==> config.mk <==
export PLATFORM = sky130hd
export DESIGN_NAME = seven_segment_to_binary_flat
export DESIGN_NICKNAME = d
export VERILOG_FILES = /design/src/rtl/seven_segment_to_binary_if.sv /design/src/rtl/seven_segment_to_binary.sv /design/src/flat_wrapper.sv
export SDC_FILE = /design/constraint.sdc
export NUM_CORES = 1
export LEC_CHECK = 0
export CORE_MARGIN = 2
export CORE_UTILIZATION = 40
export CTS_BUF_LIST = sky130_fd_sc_hd__clkbuf_8
export CTS_CLUSTER_SIZE = 30
export DETAILED_ROUTE_END_ITERATION = 12
export SLEW_MARGIN = 20
export SYNTH_ARGS = -nofsm -noshare
export SYNTH_HDL_FRONTEND = slang
export SYNTH_SLANG_ARGS = --single-unit
==> constraint.sdc <==
create_clock -name i_Clk -period 6.3 [get_ports i_Clk]
set_clock_uncertainty 0.2 [all_clocks]
set_input_delay 1.26 -clock i_Clk [delete_from_list [all_inputs] [get_ports i_Clk]]
set_output_delay 1.26 -clock i_Clk [all_outputs]
set_load 0.05 [all_outputs]
==> src/rtl/seven_segment_to_binary_if.sv <==
// Segment-bus interface: display pattern and digit select in, recovered byte and status pulses out.
interface seven_segment_to_binary_if;
    logic [6:0] segments;
    logic       digit_sel;
    logic [7:0] binary_num;
    logic       valid;
    logic       invalid;

    modport master (
        output segments,
        output digit_sel,
        input  binary_num,
        input  valid,
        input  invalid
    );

    modport slave (
        input  segments,
        input  digit_sel,
        output binary_num,
        output valid,
        output invalid
    );
endinterface

==> src/rtl/seven_segment_to_binary.sv <==
// Recovers a two-digit hex byte from a multiplexed 7-segment bus: stability filter,
// table decode, and a pairing FSM that emits once both digits have been captured.
module seven_segment_to_binary #(
    parameter int STABLE_CYCLES  = 4,
    parameter bit SEG_ACTIVE_LOW = 1'b0
) (
    input  logic                       i_Clk,
    input  logic                       i_Rst_L,
    seven_segment_to_binary_if.slave   seg_bus
);
    localparam int              CW       = $clog2(STABLE_CYCLES + 1);
    localparam logic [CW-1:0]   CNT_MAX  = CW'(STABLE_CYCLES);
    localparam logic [CW-1:0]   CNT_PRE  = CW'(STABLE_CYCLES - 1);
    localparam logic [6:0]      SEG_XOR  = SEG_ACTIVE_LOW ? 7'h7F : 7'h00;
    localparam logic [6:0]      HEX_TABLE [16] = '{
        7'h7E, 7'h30, 7'h6D, 7'h79, 7'h33, 7'h5B, 7'h5F, 7'h70,
        7'h7F, 7'h7B, 7'h77, 7'h1F, 7'h4E, 7'h3D, 7'h4F, 7'h47
    };

    typedef enum logic [1:0] {EMPTY, HAVE_ONES, HAVE_TENS, EMIT} state_t;

    logic [7:0]    sample_next;
    logic [7:0]    sample_reg;
    logic [CW-1:0] cnt_reg;
    logic          accept;
    logic [15:0]   hit;
    logic [3:0]    nibble;
    logic          code_ok;
    logic          blank;
    logic          sel;

    state_t        state_reg;
    logic [3:0]    ones_reg;
    logic [3:0]    tens_reg;
    logic          inv_pend_reg;
    logic [7:0]    binary_num_reg;
    logic          valid_reg;
    logic          invalid_reg;

    assign sample_next = {seg_bus.digit_sel, seg_bus.segments ^ SEG_XOR};

    // Fires on the one edge where the counter steps from STABLE_CYCLES-1 to STABLE_CYCLES.
    assign accept = (sample_next == sample_reg) && (cnt_reg == CNT_PRE);

    genvar gi;
    generate
        for (gi = 0; gi < 16; gi++) begin : g_match
            assign hit[gi] = (sample_reg[6:0] == HEX_TABLE[gi]);
        end
    endgenerate

    always_comb begin
        nibble = 4'h0;
        for (int i = 0; i < 16; i++) begin
            if (hit[i]) nibble = 4'(i);
        end
    end

    assign code_ok = |hit;
    assign blank   = (sample_reg[6:0] == 7'h00);
    assign sel     = sample_reg[7];

    always_ff @(posedge i_Clk or negedge i_Rst_L) begin
        if (!i_Rst_L) begin
            sample_reg     <= '0;
            cnt_reg        <= '0;
            state_reg      <= EMPTY;
            ones_reg       <= '0;
            tens_reg       <= '0;
            inv_pend_reg   <= 1'b0;
            binary_num_reg <= 8'h00;
            valid_reg      <= 1'b0;
            invalid_reg    <= 1'b0;
        end else begin
            sample_reg <= sample_next;
            if (sample_next != sample_reg)
                cnt_reg <= '0;
            else if (cnt_reg != CNT_MAX)
                cnt_reg <= cnt_reg + CW'(1);

            valid_reg    <= 1'b0;
            invalid_reg  <= inv_pend_reg;
            inv_pend_reg <= 1'b0;

            if (state_reg == EMIT) begin
                binary_num_reg <= {tens_reg, ones_reg};
                valid_reg      <= 1'b1;
                state_reg      <= EMPTY;
            end else if (accept && !blank) begin
                if (!code_ok) begin
                    // Drop only the digit that was corrupted; the other one stays held.
                    inv_pend_reg <= 1'b1;
                    if (sel && state_reg == HAVE_TENS)
                        state_reg <= EMPTY;
                    else if (!sel && state_reg == HAVE_ONES)
                        state_reg <= EMPTY;
                end else begin
                    if (sel)
                        tens_reg <= nibble;
                    else
                        ones_reg <= nibble;
                    case (state_reg)
                        EMPTY:     state_reg <= sel ? HAVE_TENS : HAVE_ONES;
                        HAVE_ONES: if (sel)  state_reg <= EMIT;
                        HAVE_TENS: if (!sel) state_reg <= EMIT;
                        default:   state_reg <= EMPTY;
                    endcase
                end
            end
        end
    end

    assign seg_bus.binary_num = binary_num_reg;
    assign seg_bus.valid      = valid_reg;
    assign seg_bus.invalid    = invalid_reg;
endmodule
==> src/flat_wrapper.sv <==
// flat-port wrapper written by rule: the top's interface ports become plain ports
module seven_segment_to_binary_flat 
#(
    parameter int STABLE_CYCLES  = 4,
    parameter bit SEG_ACTIVE_LOW = 1'b0
)
  (i_Clk, i_Rst_L, seg_bus_segments, seg_bus_digit_sel, seg_bus_binary_num, seg_bus_valid, seg_bus_invalid);
  seven_segment_to_binary_if seg_bus_i ();
  input  logic i_Clk;
  input  logic i_Rst_L;
  input wire logic [$bits(seg_bus_i.segments)-1:0] seg_bus_segments;
  input wire logic [$bits(seg_bus_i.digit_sel)-1:0] seg_bus_digit_sel;
  output wire logic [$bits(seg_bus_i.binary_num)-1:0] seg_bus_binary_num;
  output wire logic [$bits(seg_bus_i.valid)-1:0] seg_bus_valid;
  output wire logic [$bits(seg_bus_i.invalid)-1:0] seg_bus_invalid;
  assign seg_bus_i.segments = seg_bus_segments;
  assign seg_bus_i.digit_sel = seg_bus_digit_sel;
  assign seg_bus_binary_num = seg_bus_i.binary_num;
  assign seg_bus_valid = seg_bus_i.valid;
  assign seg_bus_invalid = seg_bus_i.invalid;
  seven_segment_to_binary #(.STABLE_CYCLES(STABLE_CYCLES), .SEG_ACTIVE_LOW(SEG_ACTIVE_LOW)) u_core (.i_Clk(i_Clk), .i_Rst_L(i_Rst_L), .seg_bus(seg_bus_i));
endmodule
==> impl_metrics.tcl, run 1 <==
set metrics [dict create \
    cts_buffers 5 \
    place_area_um2 2000 \
    syn-cell-area_um2 1790 \
    multiInputGateArea_um2 907 \
    yosysMostFrequentCell "dfrtp_1" \
    finalSetupViolCount 0 \
    antenna_cells 0 \
    path_class "in -> reg" \
    netlist_top_cells_count "dfrtp_1, mux2_2, nand2_1" \
    fp.dieW_um 70.9 \
    reg2reg_depth 5 \
    crit_arrival_ps 3340 \
    cts_tree "done" \
    dieHeight_um 70.9 \
    fill_cells 408 \
    holdBufCountCts 0 \
    hold_depth 0 \
    synth_area_leader_cell "dfrtp_1" \
    run_status "finished clean" \
    endpoint_kind "flip-flop" \
    synth-seq-area-share_pct 44.7 \
    grt_antenna_before_repair 0 \
    grt_pass1_wl_um 5840 \
    avgSynthCellArea_um2 11.4 \
    core-area_um2 4320 \
    drtAntennaViolNets 0 \
    crit_family "simple AND/OR/NAND/NOR gates" \
    synth_warnings 0 \
    required_ps 6270 \
    ys_async_sr_fraction_pct 100 \
    ys.flop_type "dfrtp_1" \
    path_buf_inv 1 \
    max_freq_mhz 297 \
    setup_tns_ps 0 \
    dp_slack_ps 2610 \
    drtIter0Drc 62 \
    htree_levels 2 \
    route.vias.total 1221 \
    min_period_over_period_pct 53.5 \
    grt_max_degree 33 \
    powerDensity_nw_per_um2 208 \
    grt_overflow 0 \
    synth_area_leaders "dfrtp_1, mux2_2, ha_1, xor2_1, nor4_4" \
    synth_seq_cells 32 \
    rsz0062_at_grt "no" \
    fin_area_um2 2110 \
    slew_headroom_pct 60.8 \
    drv_slew 0 \
    slowest_delay_ps 460 \
    synth.net_count 175 \
    cts-root-buf "clkbuf_8" \
    ys_types 47 \
    drt-vias-per-instance 5.36 \
    clk_pin_slew_worst_paths_ps 70 \
    cts_buffer_depth 2 \
    dieArea_um2 5030 \
    synth_top_area_share_pct 44.7 \
    hold_violations 0 \
    final_cell_count_no_fill 228 \
    cts.sinks 32 \
    synth_cells 157 \
    initial_core_util_pct 41.4 \
    leakagePower_nw 0.954 \
    critical_path_depth 6 \
    nNetsFinal 193 \
    layout-drive-gt1-share_pct 16.5 \
    tightestPinTransition_ps 587 \
    cp_slowest_cell "clkdlybuf4s50_1" \
    crit_chain "clkdlybuf4s50_1 -> xor2_2 -> nor4_4 -> nand4b_4 -> a311oi_4 -> mux2_1" \
    fin_ws_ps 2930 \
    whs_ps 152 \
    cts_resized 0 \
    peakVddDrop_mv 0.131 \
    detailed_place_hpwl_um 2450 \
    crit_fanout 7 \
    period_minus_slack_ps 3370 \
    place.gp.congestion 0.729 \
    grtUsageTotal_pct 15.0 \
    row_count 24 \
    drc 0 \
    drt-wirelength-per-cell_um 14.8 \
    startpoint_type "primary input" \
    clk_latency_ps 280 \
    ios 20 \
    cts_setup_buffers 0 \
    placed_cells 220 \
    hp-class "reg -> reg" \
    grt_pass1_vias 1216 \
    area_growth_pct 18.0 \
    first_pass_iters 4 \
    maxCapViolCount 0 \
    wirelength_um 3380 \
    seqCellArea_um2 801 \
    port_buffers 19 \
    synth_edf_count 0 \
]
-- through the flow --
stage,utilization (%),total power [mW]
finish,48.8,0.440
global route,48.8,0.463
CTS,48.8,0.448
detailed placement,46.4,0.254
global placement,46.4,0.253
floorplan,-,0.240
-- routing by layer --
layer / routed length (um) / vias to the layer above / global-route usage, %
met1: 1600 / 594 / 19.7
met5: 0 / - / 0
met3: 68 / 8 / 2.99
li1: - / 604 / -
met2: 1630 / 15 / 23.4
met4: 78 / 0 / 7.76
-- kinds of logic (layout without fill, tap and decap cells) --
kind of cell	Yosys count	after routing	synth area share (%)
AOI/OAI and AO/OA	34	34	15.4
xor gates and xnor gates	10	10	5.31
adders and majority gates	8	8	5.59
buffers and inverters	18	37	4.61
DFF	32	32	44.7
muxes	16	16	9.99
and+or+nand+nor	39	39	14.4
-- final timing paths --
| kind | to | from | slack, ps |
|---|---|---|---|
| hold reg to reg | u_core.seg_bus.invalid$_DFF_PN0_ | u_core.inv_pend_reg$_DFF_PN0_ | 150 |
| setup / recovery | u_core.ones_reg[0]$_DFFE_PN0P_ | seg_bus_segments[5] | 2930 |
| min in group asynchronous | u_core.sample_reg[2]$_DFF_PN0_ | i_Rst_L | 1170 |
| max in group asynchronous | u_core.tens_reg[1]$_DFFE_PN0P_ | i_Rst_L | 4440 |
| hold / removal | u_core.seg_bus.invalid$_DFF_PN0_ | u_core.inv_pend_reg$_DFF_PN0_ | 150 |
| setup reg to reg | u_core.ones_reg[0]$_DFFE_PN0P_ | u_core.sample_reg[5]$_DFF_PN0_ | 3690 |
-- where the power goes --
group / internal (mW) / switching (mW)
sequential: 0.208 / 0.00952
clock: 0.116 / 0.0753
combinational: 0.0145 / 0.0174
-- placed cells by master, fill, tap and decap left out, drive strengths merged, types with 3 or more instances in the layout --
master / netlist / layout
nor3: 3 / 3
nor2: 4 / 4
o21ai: 4 / 4
nand2: 10 / 10
a21oi: 6 / 6
nor4: 4 / 4
dfrtp: 32 / 32
mux2: 15 / 15
ha: 8 / 8
nand3: 5 / 5
inv: 9 / 10
clkbuf: 2 / 5
clkdlybuf4s50: 0 / 19
xor2: 8 / 8
o31ai: 4 / 4
-- layout make-up --
type / count / area share [%]
inverter: 9 / 1.60
sequential: 32 / 37.9
clock buffer: 5 / 3.26
timing repair buffer: 20 / 9.36
multi-input combinational: 107 / 43.0
tap: 52 / 3.08
clock inverter: 3 / 1.84
(Power assumes the default switching activity.)
==> run 2, diff against run 1 <==
==> constraint.sdc (replaced) <==
create_clock -name i_Clk -period 3.3 [get_ports i_Clk]
set_clock_uncertainty 0.2 [all_clocks]
set_input_delay 0.66 -clock i_Clk [delete_from_list [all_inputs] [get_ports i_Clk]]
set_output_delay 0.66 -clock i_Clk [all_outputs]
set_load 0.05 [all_outputs]
==> run 2 against run 1 <==
Via count down 0.82%. Cell count unchanged. Wire length down 2.2%. Die area unchanged. Register-to-register slack worse by 3000 ps. Sequential power up 91%. Combinational power up 90%. Worst setup slack worse by 2400 ps. Global-route usage down 0.36 points. Critical path depth unchanged. Critical path type unchanged.
==> impl_metrics.tcl, run 2 (same netlist as run 1, synthesis figures left out) <==
set metrics [dict create \
    tightestPinTransition_ps 570 \
    drt-wirelength-per-cell_um 14.5 \
    rr_startpoint "u_core.sample_reg[5]$_DFF_PN0_" \
    drtAntennaViolNets 0 \
    grt_pass1_wl_um 5690 \
    final_common_cell "dfrtp_1" \
    dieHeight_um 70.9 \
    slowest_delay_ps 460 \
    required_ps 3260 \
    peakVddDrop_mv 0.179 \
    row_count 24 \
    finalSetupViolCount 0 \
    drtIter0Drc 48 \
    grt_max_degree 33 \
    first_pass_iters 4 \
    max_freq_mhz 362 \
    multiInputGateArea_um2 907 \
    holdBufCountCts 0 \
    setup_tns_ps 0 \
    grt_overflow 0 \
    area_growth_pct 18.0 \
    gr-usage-met1_pct 19.5 \
    core-area_um2 4320 \
    wirelength_um 3310 \
    grt_pass1_vias 1185 \
    dieArea_um2 5030 \
    maxCapViolCount 0 \
    crit_start "seg_bus_segments[5]" \
    clk_pin_slew_worst_paths_ps 70 \
    period_minus_slack_ps 2760 \
    initial_core_util_pct 41.4 \
    rsz0062_at_grt "no" \
    cts_resized 0 \
    seqCellArea_um2 801 \
    final_cell_count_no_fill 228 \
    cp_slowest_cell "clkdlybuf4s50_1" \
    crit_fanout 7 \
    port_buffers 19 \
    fill_cells 402 \
    drc 0 \
    hp-class "reg -> reg" \
    run_status "finished clean" \
    detailed_place_hpwl_um 2420 \
    fp.dieW_um 70.9 \
    cts_buffer_depth 2 \
    cts_buffers 5 \
    place.gp.congestion 0.729 \
    hp-start "u_core.inv_pend_reg$_DFF_PN0_" \
    cts.sinks 32 \
    antenna_cells 0 \
    endpoint_kind "flip-flop" \
    cts_setup_buffers 0 \
    htree_levels 2 \
    leakagePower_nw 0.954 \
    ios 20 \
    layout-drive-gt1-share_pct 16.5 \
    drt-vias-per-instance 5.31 \
    clk_latency_ps 290 \
    path_class "in -> reg" \
    final_cell_mix "dfrtp_1, clkdlybuf4s50_1, mux2_2" \
    cts-root-buf "clkbuf_8" \
    nNetsFinal 193 \
    crit_arrival_ps 2730 \
    top_usage_layer "met2" \
    p_total_uw 840 \
    grt_antenna_before_repair 0 \
    hold_violations 0 \
    startpoint_type "primary input" \
    drv_slew 0 \
    fin_ws_ps 538 \
    slew_headroom_pct 62.0 \
    powerDensity_nw_per_um2 398 \
    met2_usage_pct 22.5 \
    crit_chain "clkdlybuf4s50_1 -> xor2_2 -> nor4_4 -> nand4b_4 -> a311oi_4 -> mux2_1" \
    placed_cells 220 \
    route.vias.total 1211 \
    dp_slack_ps 215 \
    min_period_over_period_pct 83.7 \
    cts_tree "done" \
    met3_usage_pct 4.70 \
    grtUsageTotal_pct 14.6 \
]
[run 2: cell counts in the layout (fill, tap and decap cells not counted)]
Identical to the previous run, type by type.
[run 2: critical path: cells and delay by family]
family          cells  cell delay [ps]
mux                 1              360
xor+xnor            1              180
simple gates        2              640
compound gates      1              420
buf+inv             1              460
[run 2: report_power, final]
| part | leakage (nW) | internal [mW] | total [mW] | switching (mW) |
|---|---|---|---|---|
| combinational | 0.476 | 0.0276 | 0.0605 | 0.0329 |
| sequential | 0.418 | 0.397 | 0.415 | 0.0181 |
| clock | 0.0593 | 0.221 | 0.364 | 0.143 |
| total | 0.954 | 0.645 | 0.840 | 0.194 |
[run 2: final cells by class]
class,instances,share of cell area [%]
Clock buffer,5,3.26
Clock inverter,3,1.84
Inverter,9,1.60
Multi-Input combinational cell,107,43.0
Sequential cell,32,37.9
Tap cell,52,3.08
Timing Repair Buffer,20,9.36
[run 2: per-stage QoR]
stage | utilization (%) | area [um2] | hold WS (ps)
global placement | 46.4 | 2000 | 133
finish | 48.8 | 2110 | 154
detailed placement | 46.4 | 2000 | 140
global route | 48.8 | 2110 | 182
floorplan | - | 1790 | 131
CTS | 48.8 | 2110 | 155
[run 2: routing by layer]
metal / routed length, um / up-vias
met5: 0 / -
met1: 1480 / 580
met2: 1660 / 20
met3: 111 / 6
li1: - / 605
met4: 51 / 0
[run 2: path summary, 6_finish.rpt]
path / cells after the start / to / slack, ps
min reg2reg: 0 / u_core.seg_bus.invalid$_DFF_PN0_ / 150
max reg2reg: 5 / u_core.ones_reg[0]$_DFFE_PN0P_ / 680
max in group asynchronous: 2 / u_core.ones_reg[2]$_DFFE_PN0P_ / 2050
min: 0 / u_core.seg_bus.invalid$_DFF_PN0_ / 150
min in group asynchronous: 2 / u_core.sample_reg[2]$_DFF_PN0_ / 560
max: 6 / u_core.ones_reg[0]$_DFFE_PN0P_ / 540
==> run 3, diff against run 2 <==
==> constraint.sdc (replaced) <==
create_clock -name i_Clk -period 2.25 [get_ports i_Clk]
set_clock_uncertainty 0.2 [all_clocks]
set_input_delay 0.45 -clock i_Clk [delete_from_list [all_inputs] [get_ports i_Clk]]
set_output_delay 0.45 -clock i_Clk [all_outputs]
set_load 0.05 [all_outputs]
==> run 3 against run 2 <==
The flow now finishes with violations (setup timing). Cell count grew 14%. Largest power group unchanged. Die area is the same. Combinational power rose to 2.6 times the previous value. Power is 43% higher. Sequential power grew 44%. Final area rose by 18%. Clock power up 22%. First-iteration DRC count grew 150%. Critical path depth stayed put.
==> impl_metrics.tcl, run 3 (same netlist as run 1, synthesis figures left out) <==
set metrics [dict create \
    area_growth_pct 38.9 \
    rsz0062_at_grt "yes" \
    rrSetupSlack_ps -40 \
    drtAntennaViolNets 0 \
    nNetsFinal 226 \
    setup_tns_ps -115 \
    row_count 24 \
    place_area_um2 2160 \
    run_status "complete, but fails checks" \
    hold_violations 0 \
    final_common_cell "buf_4" \
    grt_pass1_vias 1423 \
    cts-root-buf "clkbuf_8" \
    drv_slew 0 \
    violations "setup timing" \
    slew_headroom_pct 66.2 \
    fp.dieW_um 70.9 \
    cts.sinks 32 \
    endpoint_kind "flip-flop" \
    layout-drive-gt1-share_pct 40.7 \
    grt_overflow 0 \
    drc 0 \
    port_buffers 19 \
    fin_ws_ps -38.2 \
    clk_pin_slew_worst_paths_ps 70 \
    placed_cells 241 \
    startpoint_type "flip-flop" \
    tightestPinTransition_ps 505 \
    cts_tree "done" \
    crit_fanout 10 \
    ios 20 \
    holdBufCountCts 0 \
    drt-wirelength-per-cell_um 15.7 \
    final_util_pct 57.5 \
    crit_arrival_ps 2260 \
    powerDensity_nw_per_um2 482 \
    period_minus_slack_ps 2290 \
    wirelength_um 4100 \
    dieHeight_um 70.9 \
    required_ps 2220 \
    cts_buffer_depth 2 \
    htree_levels 2 \
    hp-class "reg -> reg" \
    core-area_um2 4320 \
    p_total_mw 1.20 \
    drt-vias-per-instance 5.44 \
    max_freq_mhz 437 \
    grt_pass1_wl_um 6920 \
    reg2reg_depth 6 \
    path_class "reg -> reg" \
    detailed_place_hpwl_um 2840 \
    crit_start "u_core.sample_reg[3]$_DFF_PN0_" \
    finalSetupViolCount 4 \
    maxCapViolCount 0 \
    min_period_over_period_pct 102 \
    grt_max_degree 33 \
    place.gp.congestion 0.931 \
    rr_startpoint "u_core.sample_reg[3]$_DFF_PN0_" \
    dieArea_um2 5030 \
    clk_latency_ps 290 \
    final_cell_count_no_fill 261 \
    fin_area_um2 2490 \
    grt_antenna_before_repair 0 \
    drtIter0Drc 119 \
    route.vias.total 1420 \
    final_cell_mix "buf_4, dfrtp_1, mux2_2, clkdlybuf4s50_1" \
    initial_core_util_pct 41.4 \
    r2r_end "u_core.ones_reg[1]$_DFFE_PN0P_" \
    cts_buffers 5 \
    grtUsageTotal_pct 17.6 \
    worstSetupEndpoint "u_core.ones_reg[1]$_DFFE_PN0P_" \
    leakagePower_nw 1.15 \
    antenna_cells 0 \
    peakVddDrop_mv 0.283 \
    first_pass_iters 4 \
]
## run 3: cell count changes in the layout (fill, tap and decap cells not counted), sizes merged
cell and delta:
buf +33, inv -1, bufinv -1, clkinv +2
dlygate4sd2 +7, dlymetal6s2s +1, clkdlybuf4s50 -8
## run 3: per-layer routing
metal	up-vias	wire length, um	track usage (%)
li1	667	-	-
met1	706	1820	24.3
met2	39	1990	27.0
met3	8	205	4.13
met4	0	80	6.92
met5	-	0	0
## run 3: final cells by class
type                       count  area, um2
timing repair buffer          53        443
clock buffer                   5       68.8
clock inverter                 3       18.8
tap                           52       65.1
fill                         369       1840
inverter                       9       33.8
sequential                    32        807
multi-input combinational    107       1050
## run 3: worst min path at each step
stage / startpoint / to / slack (ps) / cells past startpoint
final: u_core.inv_pend_reg$_DFF_PN0_ / u_core.seg_bus.invalid$_DFF_PN0_ / 150 / 0
after global routing: u_core.inv_pend_reg$_DFF_PN0_ / u_core.seg_bus.invalid$_DFF_PN0_ / 160 / 0
after CTS: u_core.inv_pend_reg$_DFF_PN0_ / u_core.seg_bus.invalid$_DFF_PN0_ / 150 / 0
after detailed placement: u_core.inv_pend_reg$_DFF_PN0_ / u_core.seg_bus.invalid$_DFF_PN0_ / 140 / 0
after global placement: u_core.inv_pend_reg$_DFF_PN0_ / u_core.seg_bus.invalid$_DFF_PN0_ / 130 / 0
after floorplan: i_Rst_L / u_core.cnt_reg[0]$_DFFE_PN0P_ / -50 / 0
## run 3: power by group
| group | internal, mW | switching (mW) | leakage (nW) |
|---|---|---|---|
| logic | 0.0713 | 0.0876 | 0.689 |
| clock network | 0.215 | 0.229 | 0.0479 |
| registers | 0.583 | 0.0128 | 0.413 |
## run 3: worst max-delay path, cell delays in order (launching register included)
cell	delay, ps
dfrtp_2	430
buf_4	180
nor3b_1	250
o2111ai_2	140
o311a_4	180
a311oi_4	450
mux2_4	340
## run 3: stage by stage
stage                     setup WS [ps]  hold WS, ps
after floorplan                    5.48        -45.6
after global placement             -443          134
after detailed placement           -523          136
after CTS                          1.15          152
after global routing              -97.6          161
final                             -38.2          153
## run 3: repair_timing
action,4_1_cts,5_1_grt
buffers inserted,7,5
endpoints found under the setup margin,8,9
resized for setup,27,12
gates cloned,0,0
hold endpoints to repair,0,0
pin swaps,8,10
